### src/rtl/stump_mem_arbiter.sv
`default_nettype none
// ============================================================================
//  Module      : stump_mem_arbiter
//  Description : Shares the single Stump memory port between the processor
//                and a DMA/loader requester. The processor always wins and is
//                never stalled. DMA accesses use only processor-idle cycles,
//                with a one-cycle ACK turnaround between DMA grants.
//  Revision    : 1.0  initial release
// ============================================================================
module stump_mem_arbiter #(
    parameter int ADDR_W   = 16,
    parameter int DATA_W   = 16,
    parameter int MAX_WAIT = 32,
    parameter int WAIT_W   = 6
) (
    input  logic              clk,
    input  logic              rst,

    input  logic [ADDR_W-1:0] cpu_address,
    input  logic [DATA_W-1:0] cpu_data_out,
    input  logic              cpu_wen,
    input  logic              cpu_ren,
    output logic [DATA_W-1:0] cpu_data_in,

    input  logic              dma_req,
    input  logic              dma_we,
    input  logic [ADDR_W-1:0] dma_addr,
    input  logic [DATA_W-1:0] dma_wdata,
    output logic              dma_ack,
    output logic [DATA_W-1:0] dma_rdata,

    output logic [ADDR_W-1:0] mem_address,
    output logic [DATA_W-1:0] mem_data_out,
    output logic              mem_wen,
    output logic              mem_ren,
    input  logic [DATA_W-1:0] mem_data_in,

    output logic              starve,
    output logic [15:0]       dma_count
);

    typedef enum logic [1:0] {
        S_IDLE = 2'd0,
        S_WAIT = 2'd1,
        S_ACK  = 2'd2
    } state_t;

    localparam logic [WAIT_W-1:0] c_max_wait = WAIT_W'(MAX_WAIT);
    localparam logic [WAIT_W-1:0] c_wait_one = WAIT_W'(1);

    state_t              r_state;
    state_t              w_state_nxt;
    logic [WAIT_W-1:0]   r_wait;
    logic [WAIT_W-1:0]   w_wait_nxt;
    logic                r_starve;
    logic [DATA_W-1:0]   r_rdata;
    logic [15:0]         r_count;

    logic                w_cpu_busy;
    logic                w_dma_go;

    assign w_cpu_busy = cpu_ren | cpu_wen;

    // A DMA grant never lands in the ACK turnaround cycle, and a reset cycle
    // makes no DMA access so an abandoned request cannot touch memory.
    assign w_dma_go = dma_req & ~w_cpu_busy & (r_state != S_ACK) & ~rst;

    // Processor read data is wired straight through: no added latency.
    assign cpu_data_in = mem_data_in;

    assign dma_ack   = (r_state == S_ACK) & ~rst;
    assign dma_rdata = r_rdata;
    assign starve    = r_starve;
    assign dma_count = r_count;

    // Memory port mux: processor first, then a DMA grant, else port idle.
    always_comb begin
        mem_address  = cpu_address;
        mem_data_out = cpu_data_out;
        mem_wen      = 1'b0;
        mem_ren      = 1'b0;
        if (w_cpu_busy) begin
            mem_wen = cpu_wen;
            mem_ren = cpu_ren;
        end else if (w_dma_go) begin
            mem_address  = dma_addr;
            mem_data_out = dma_wdata;
            mem_wen      = dma_we;
            mem_ren      = ~dma_we;
        end
    end

    // Next-state and wait-counter logic for the DMA request tracker.
    always_comb begin
        w_state_nxt = r_state;
        w_wait_nxt  = r_wait;
        case (r_state)
            S_IDLE: begin
                if (w_dma_go) begin
                    w_state_nxt = S_ACK;
                    w_wait_nxt  = '0;
                end else if (dma_req) begin
                    w_state_nxt = S_WAIT;
                    w_wait_nxt  = c_wait_one;
                end
            end
            S_WAIT: begin
                if (w_dma_go) begin
                    w_state_nxt = S_ACK;
                    w_wait_nxt  = '0;
                end else if (!dma_req) begin
                    // Request withdrawn before service: drop it quietly.
                    w_state_nxt = S_IDLE;
                    w_wait_nxt  = '0;
                end else if (r_wait < c_max_wait) begin
                    w_wait_nxt = r_wait + c_wait_one;
                end
            end
            S_ACK: begin
                w_state_nxt = S_IDLE;
                w_wait_nxt  = '0;
            end
            default: begin
                w_state_nxt = S_IDLE;
                w_wait_nxt  = '0;
            end
        endcase
    end

    // State and wait-counter registers.
    always_ff @(posedge clk) begin
        if (rst) begin
            r_state <= S_IDLE;
            r_wait  <= '0;
        end else begin
            r_state <= w_state_nxt;
            r_wait  <= w_wait_nxt;
        end
    end

    // Read-data capture, sticky starvation flag and completion counter.
    always_ff @(posedge clk) begin
        if (rst) begin
            r_rdata  <= '0;
            r_starve <= 1'b0;
            r_count  <= '0;
        end else begin
            if (w_dma_go && !dma_we) begin
                r_rdata <= mem_data_in;
            end
            if (w_wait_nxt == c_max_wait) begin
                r_starve <= 1'b1;
            end
            if (r_state == S_ACK) begin
                r_count <= r_count + 16'd1;
            end
        end
    end

endmodule
`default_nettype wire
### config.mk
export PLATFORM = sky130hd
export DESIGN_NAME = stump_mem_arbiter
export DESIGN_NICKNAME = d
export VERILOG_FILES = /design/src/rtl/stump_mem_arbiter.sv
export SDC_FILE = /design/constraint.sdc
export NUM_CORES = 1
export LEC_CHECK = 0
export BUFFER_PORTS_ARGS = -buffer_cell sky130_fd_sc_hd__buf_4
export CAP_MARGIN = 20
export CELL_PAD_IN_SITES_DETAIL_PLACEMENT = 1
export CELL_PAD_IN_SITES_GLOBAL_PLACEMENT = 2
export CORE_ASPECT_RATIO = 0.5
export CORE_UTILIZATION = 21
export DETAILED_ROUTE_END_ITERATION = 7
export PLACE_DENSITY = 0.81
export RECOVER_POWER = 100
export SYNTH_ARGS = -nofsm -noshare
export SYNTH_HDL_FRONTEND = slang
export SYNTH_SLANG_ARGS = --single-unit
### constraint.sdc
create_clock -name clk -period 3.7 [get_ports clk]
set_input_delay 0.185 -clock clk [delete_from_list [all_inputs] [get_ports clk]]
set_output_delay 0.185 -clock clk [all_outputs]
set_load 0.02 [all_outputs]
==> run_summary.xml <==
<?xml version="1.0" encoding="UTF-8"?>
<metrics>
  <group name="synth">
    <metric name="netlist_instances" unit="">338</metric>
    <metric name="synth_compound_gate_area_share" unit="">0.0986</metric>
    <metric name="post_synth_instance_area" unit="µm²">2370</metric>
    <metric name="adder_cell_fraction_of_synth_area" unit="">0.0105</metric>
    <metric name="mapped_nets" unit="">426</metric>
    <metric name="postSynthRegisterBits" unit="">41</metric>
    <metric name="synth_area_per_cell" unit="µm²">7.02</metric>
    <metric name="synth-simple-area-share" unit="">0.385</metric>
    <metric name="async_reset_ff_frac" unit="">0</metric>
    <metric name="synth_mux_area_frac" unit="">0</metric>
    <metric name="synth-main-ff-cell" unit="">sky130_fd_sc_hd__dfxtp_1</metric>
    <metric name="synth_top_family_by_area" unit="">simple AND/OR/NAND/NOR gates</metric>
    <metric name="synth_xor_area_frac" unit="">0.0554</metric>
    <metric name="ys.warnings.count" unit="">0</metric>
    <metric name="synth.yosys.seq_area_share" unit="">0.346</metric>
    <metric name="number_of_flops_mapped_to_enable_cells_by_yosys" unit="">0</metric>
    <metric name="synth_cell_type_count" unit="">46</metric>
  </group>
  <group name="setup_path">
    <metric name="cp_buf_inv_count" unit="">1</metric>
    <metric name="class_of_the_most_critical_setup_path" unit="">reg -&gt; out</metric>
    <metric name="worstReg2RegStart" unit="">r_state[1]</metric>
    <metric name="timing.critical_path.slowest_cell_delay" unit="ns">0.47</metric>
    <metric name="critPathMaxFanout" unit="">17</metric>
    <metric name="startpoint_type" unit="">flop</metric>
    <metric name="crit_chain" unit="">nand2b_1 &gt; and3_1 &gt; nand2b_1 &gt; nand2b_1 &gt; clkbuf_1</metric>
    <metric name="timing.critical_path.to_type" unit="">output pin</metric>
    <metric name="crit_arrival" unit="ns">1.93</metric>
    <metric name="startpoint" unit="">r_state[1]</metric>
    <metric name="critPathRequiredTime" unit="ns">3.51</metric>
    <metric name="worst_path_most_repeated_cell" unit="">sky130_fd_sc_hd__nand2b_1</metric>
    <metric name="cpLargestDelayFamily" unit="">simple AND/OR/NAND/NOR gates</metric>
    <metric name="slowest_stage" unit="">sky130_fd_sc_hd__nand2b_1</metric>
  </group>
  <group name="die">
    <metric name="fp.dieW" unit="µm">152</metric>
    <metric name="num_rows" unit="">27</metric>
    <metric name="initial_core_util" unit="">0.216</metric>
    <metric name="die_area" unit="µm²">11800</metric>
    <metric name="io_pins" unit="">170</metric>
    <metric name="dieHeight" unit="µm">77.2</metric>
    <metric name="core_area" unit="µm²">11000</metric>
  </group>
  <group name="power_and_ir_drop">
    <metric name="leakagePower" unit="nW">1.45</metric>
    <metric name="power.density_cell_area" unit="nW/µm²">343</metric>
    <metric name="totalPowerFinal" unit="mW">1.17</metric>
    <metric name="worst_ir_drop_vdd" unit="mV">0.140</metric>
  </group>
  <group name="placed_design">
    <metric name="postPlaceCellArea" unit="µm²">3620</metric>
    <metric name="place_congestion" unit="">0.720</metric>
    <metric name="detailedPlacementHpwl" unit="mm">5.88</metric>
    <metric name="port_buffers" unit="">169</metric>
    <metric name="pre_cts_slack" unit="ns">1.81</metric>
  </group>
  <group name="timing">
    <metric name="maximum_clock_rate" unit="GHz">0.473</metric>
    <metric name="slew-limit-headroom" unit="">0.380</metric>
    <metric name="final.min_clock_period" unit="ns">2.12</metric>
    <metric name="rsz0062_at_grt" unit="">false</metric>
    <metric name="timing.final.setup_violations" unit="">0</metric>
    <metric name="final.setup.tns" unit="ns">0</metric>
    <metric name="finalMaxSlewViolations" unit="">0</metric>
    <metric name="fin_skew" unit="ns">0.00493</metric>
    <metric name="worstMarginPinSlew" unit="ns">0.923</metric>
    <metric name="timing.final.crit_share" unit="">0.572</metric>
    <metric name="hold_viol" unit="">0</metric>
    <metric name="setup_ws" unit="ns">1.58</metric>
  </group>
  <group name="global_routing">
    <metric name="grt_antenna_before_repair" unit="">0</metric>
    <metric name="grt_first_pass_wirelength" unit="mm">12.6</metric>
    <metric name="global_route.overflow_total" unit="">0</metric>
    <metric name="grt_pass1_vias" unit="">2625</metric>
    <metric name="largest_net_degree_at_the_start_of_global_routing" unit="">44</metric>
    <metric name="grt.total_usage" unit="">0.129</metric>
  </group>
  <group name="clock_network">
    <metric name="cts_tree" unit="">built</metric>
    <metric name="post_cts_setup_bufs" unit="">0</metric>
    <metric name="cts_repair_resize_count" unit="">0</metric>
    <metric name="tritoncts.num_buffers" unit="">5</metric>
    <metric name="cts.path.max_buffers" unit="">2</metric>
    <metric name="cts_sinks" unit="">41</metric>
    <metric name="cts.root.buffer_cell" unit="">sky130_fd_sc_hd__clkbuf_16</metric>
    <metric name="cts_h_tree_lvls" unit="">2</metric>
    <metric name="worst_setup_hold_path_clk_slew" unit="ns">0.06</metric>
    <metric name="number_of_buffers_inserted_for_hold_repair_after_clock_tree_synthesis" unit="">0</metric>
    <metric name="clk-insertion-delay-late" unit="ns">0.28</metric>
  </group>
  <group name="drt">
    <metric name="wl_per_cell" unit="µm">12.3</metric>
    <metric name="detailedRoute.firstPassIterationCount" unit="">6</metric>
    <metric name="ant_nets" unit="">0</metric>
    <metric name="detail_route.wirelength" unit="mm">7.71</metric>
    <metric name="vias" unit="">2678</metric>
    <metric name="vias_per_cell" unit="">4.27</metric>
    <metric name="drt_iter0_markers" unit="">80</metric>
    <metric name="route.detailed.drc" unit="">6</metric>
  </group>
  <group name="layout">
    <metric name="share_of_cells_above_drive_strength_1" unit="">0.216</metric>
    <metric name="mostFrequentLayoutCell" unit="">sky130_fd_sc_hd__nand2_1</metric>
    <metric name="area_growth_syn_to_layout" unit="%">44.3</metric>
    <metric name="finish.instance_area" unit="µm²">3430</metric>
    <metric name="layout_common_cells" unit="">sky130_fd_sc_hd__nand2_1 (136), sky130_fd_sc_hd__buf_4 (87), sky130_fd_sc_hd__clkbuf_1 (84)</metric>
    <metric name="antenna_cells" unit="">0</metric>
    <metric name="num-nets-final" unit="">569</metric>
  </group>
  <group name="status">
    <metric name="status" unit="">complete, but fails checks</metric>
    <metric name="violations" unit="">design-rule violations</metric>
  </group>
  <group name="min_path">
    <metric name="hold_start" unit="">mem_data_in[14]</metric>
    <metric name="hold_path_class" unit="">in -&gt; reg</metric>
  </group>
  <group name="run">
    <metric name="max-cap-violations" unit="">0</metric>
  </group>
</metrics>
==> per-layer routing <==
metal | share of wire | GRT usage | vias up
li1 | - | - | 1356
met1 | 0.44 | 0.153 | 1242
met2 | 0.49 | 0.230 | 71
met3 | 0.060 | 0.0317 | 9
met4 | 0.013 | 0.0398 | 0
met5 | 0 | 0 | -
==> cells by family (layout without fill, tap and decap cells) <==
group,count (synthesis),count (layout)
AO/OA/AOI/OAI,38,38
XOR/XNOR,15,15
adder cells (fa/ha/maj),2,2
buffers and inverters,42,186
flip-flops,41,41
AND/OR/NAND/NOR,200,200
==> Yosys cell counts, types with 3 or more instances <==
cell / n / area, µm²
sky130_fd_sc_hd__nand2_1: 136 / 510
sky130_fd_sc_hd__dfxtp_1: 41 / 821
sky130_fd_sc_hd__nor2_1: 23 / 86.3
sky130_fd_sc_hd__a21oi_1: 22 / 110
sky130_fd_sc_hd__buf_4: 18 / 135
sky130_fd_sc_hd__xnor2_1: 11 / 96.3
sky130_fd_sc_hd__clkbuf_1: 9 / 33.8
sky130_fd_sc_hd__inv_1: 7 / 26.3
sky130_fd_sc_hd__buf_2: 5 / 25.0
sky130_fd_sc_hd__nor3_1: 5 / 25.0
sky130_fd_sc_hd__o21ai_0: 5 / 25.0
sky130_fd_sc_hd__or3_1: 4 / 25.0
sky130_fd_sc_hd__xor2_1: 4 / 35.0
sky130_fd_sc_hd__nand2b_1: 3 / 18.8
sky130_fd_sc_hd__nand3_1: 3 / 15.0
sky130_fd_sc_hd__nand4_1: 3 / 18.8
==> where the power goes <==
| part | internal [mW] | switching (mW) | total, mW | leakage, nW |
|---|---|---|---|---|
| Combinational | 0.0918 | 0.117 | 0.208 | 1.03 |
| Clock | 0.337 | 0.178 | 0.515 | 0.0831 |
| Sequential | 0.446 | 0.00458 | 0.451 | 0.331 |
==> state kept, by name, indices dropped and copies added, names as in the netlist <==
name,flops
dma_count,16
dma_rdata,16
r_wait,6
r_state,2
starve,1
==> layout make-up <==
cell class	instances	area (µm²)
clock inverter	2	37.5
sequential	41	821
timing repair buffer	171	968
clock buffer	6	139
multi-input combinational	255	1250
inverter	7	26.3
tap	145	181
fill	1418	7590
==> metrics by stage <==
stage	hold slack, ns	instances	utilization
after floorplan	0.321	338	-
after global placement	0.443	619	0.328
after detailed placement	0.451	619	0.328
after CTS	0.152	627	0.344
after global routing	0.156	627	0.311
final	0.156	627	0.311
==> tightest hold or removal path, delay by kind of cell <==
family,cells,cell delay [ns]
buffers and inverters,1,0.11
AO/OA/AOI/OAI,1,0.05
AND/OR/NAND/NOR,1,0.05
==> worst paths after layout <==
check / end / slack (ns) / depth (start not counted)
max: mem_ren / 1.58 / 5
min: dma_rdata[14] / 0.16 / 3
max reg2reg: starve / 1.75 / 5
min reg2reg: dma_rdata[5] / 0.45 / 2
Note: power is estimated with default switching activity, not from simulation.
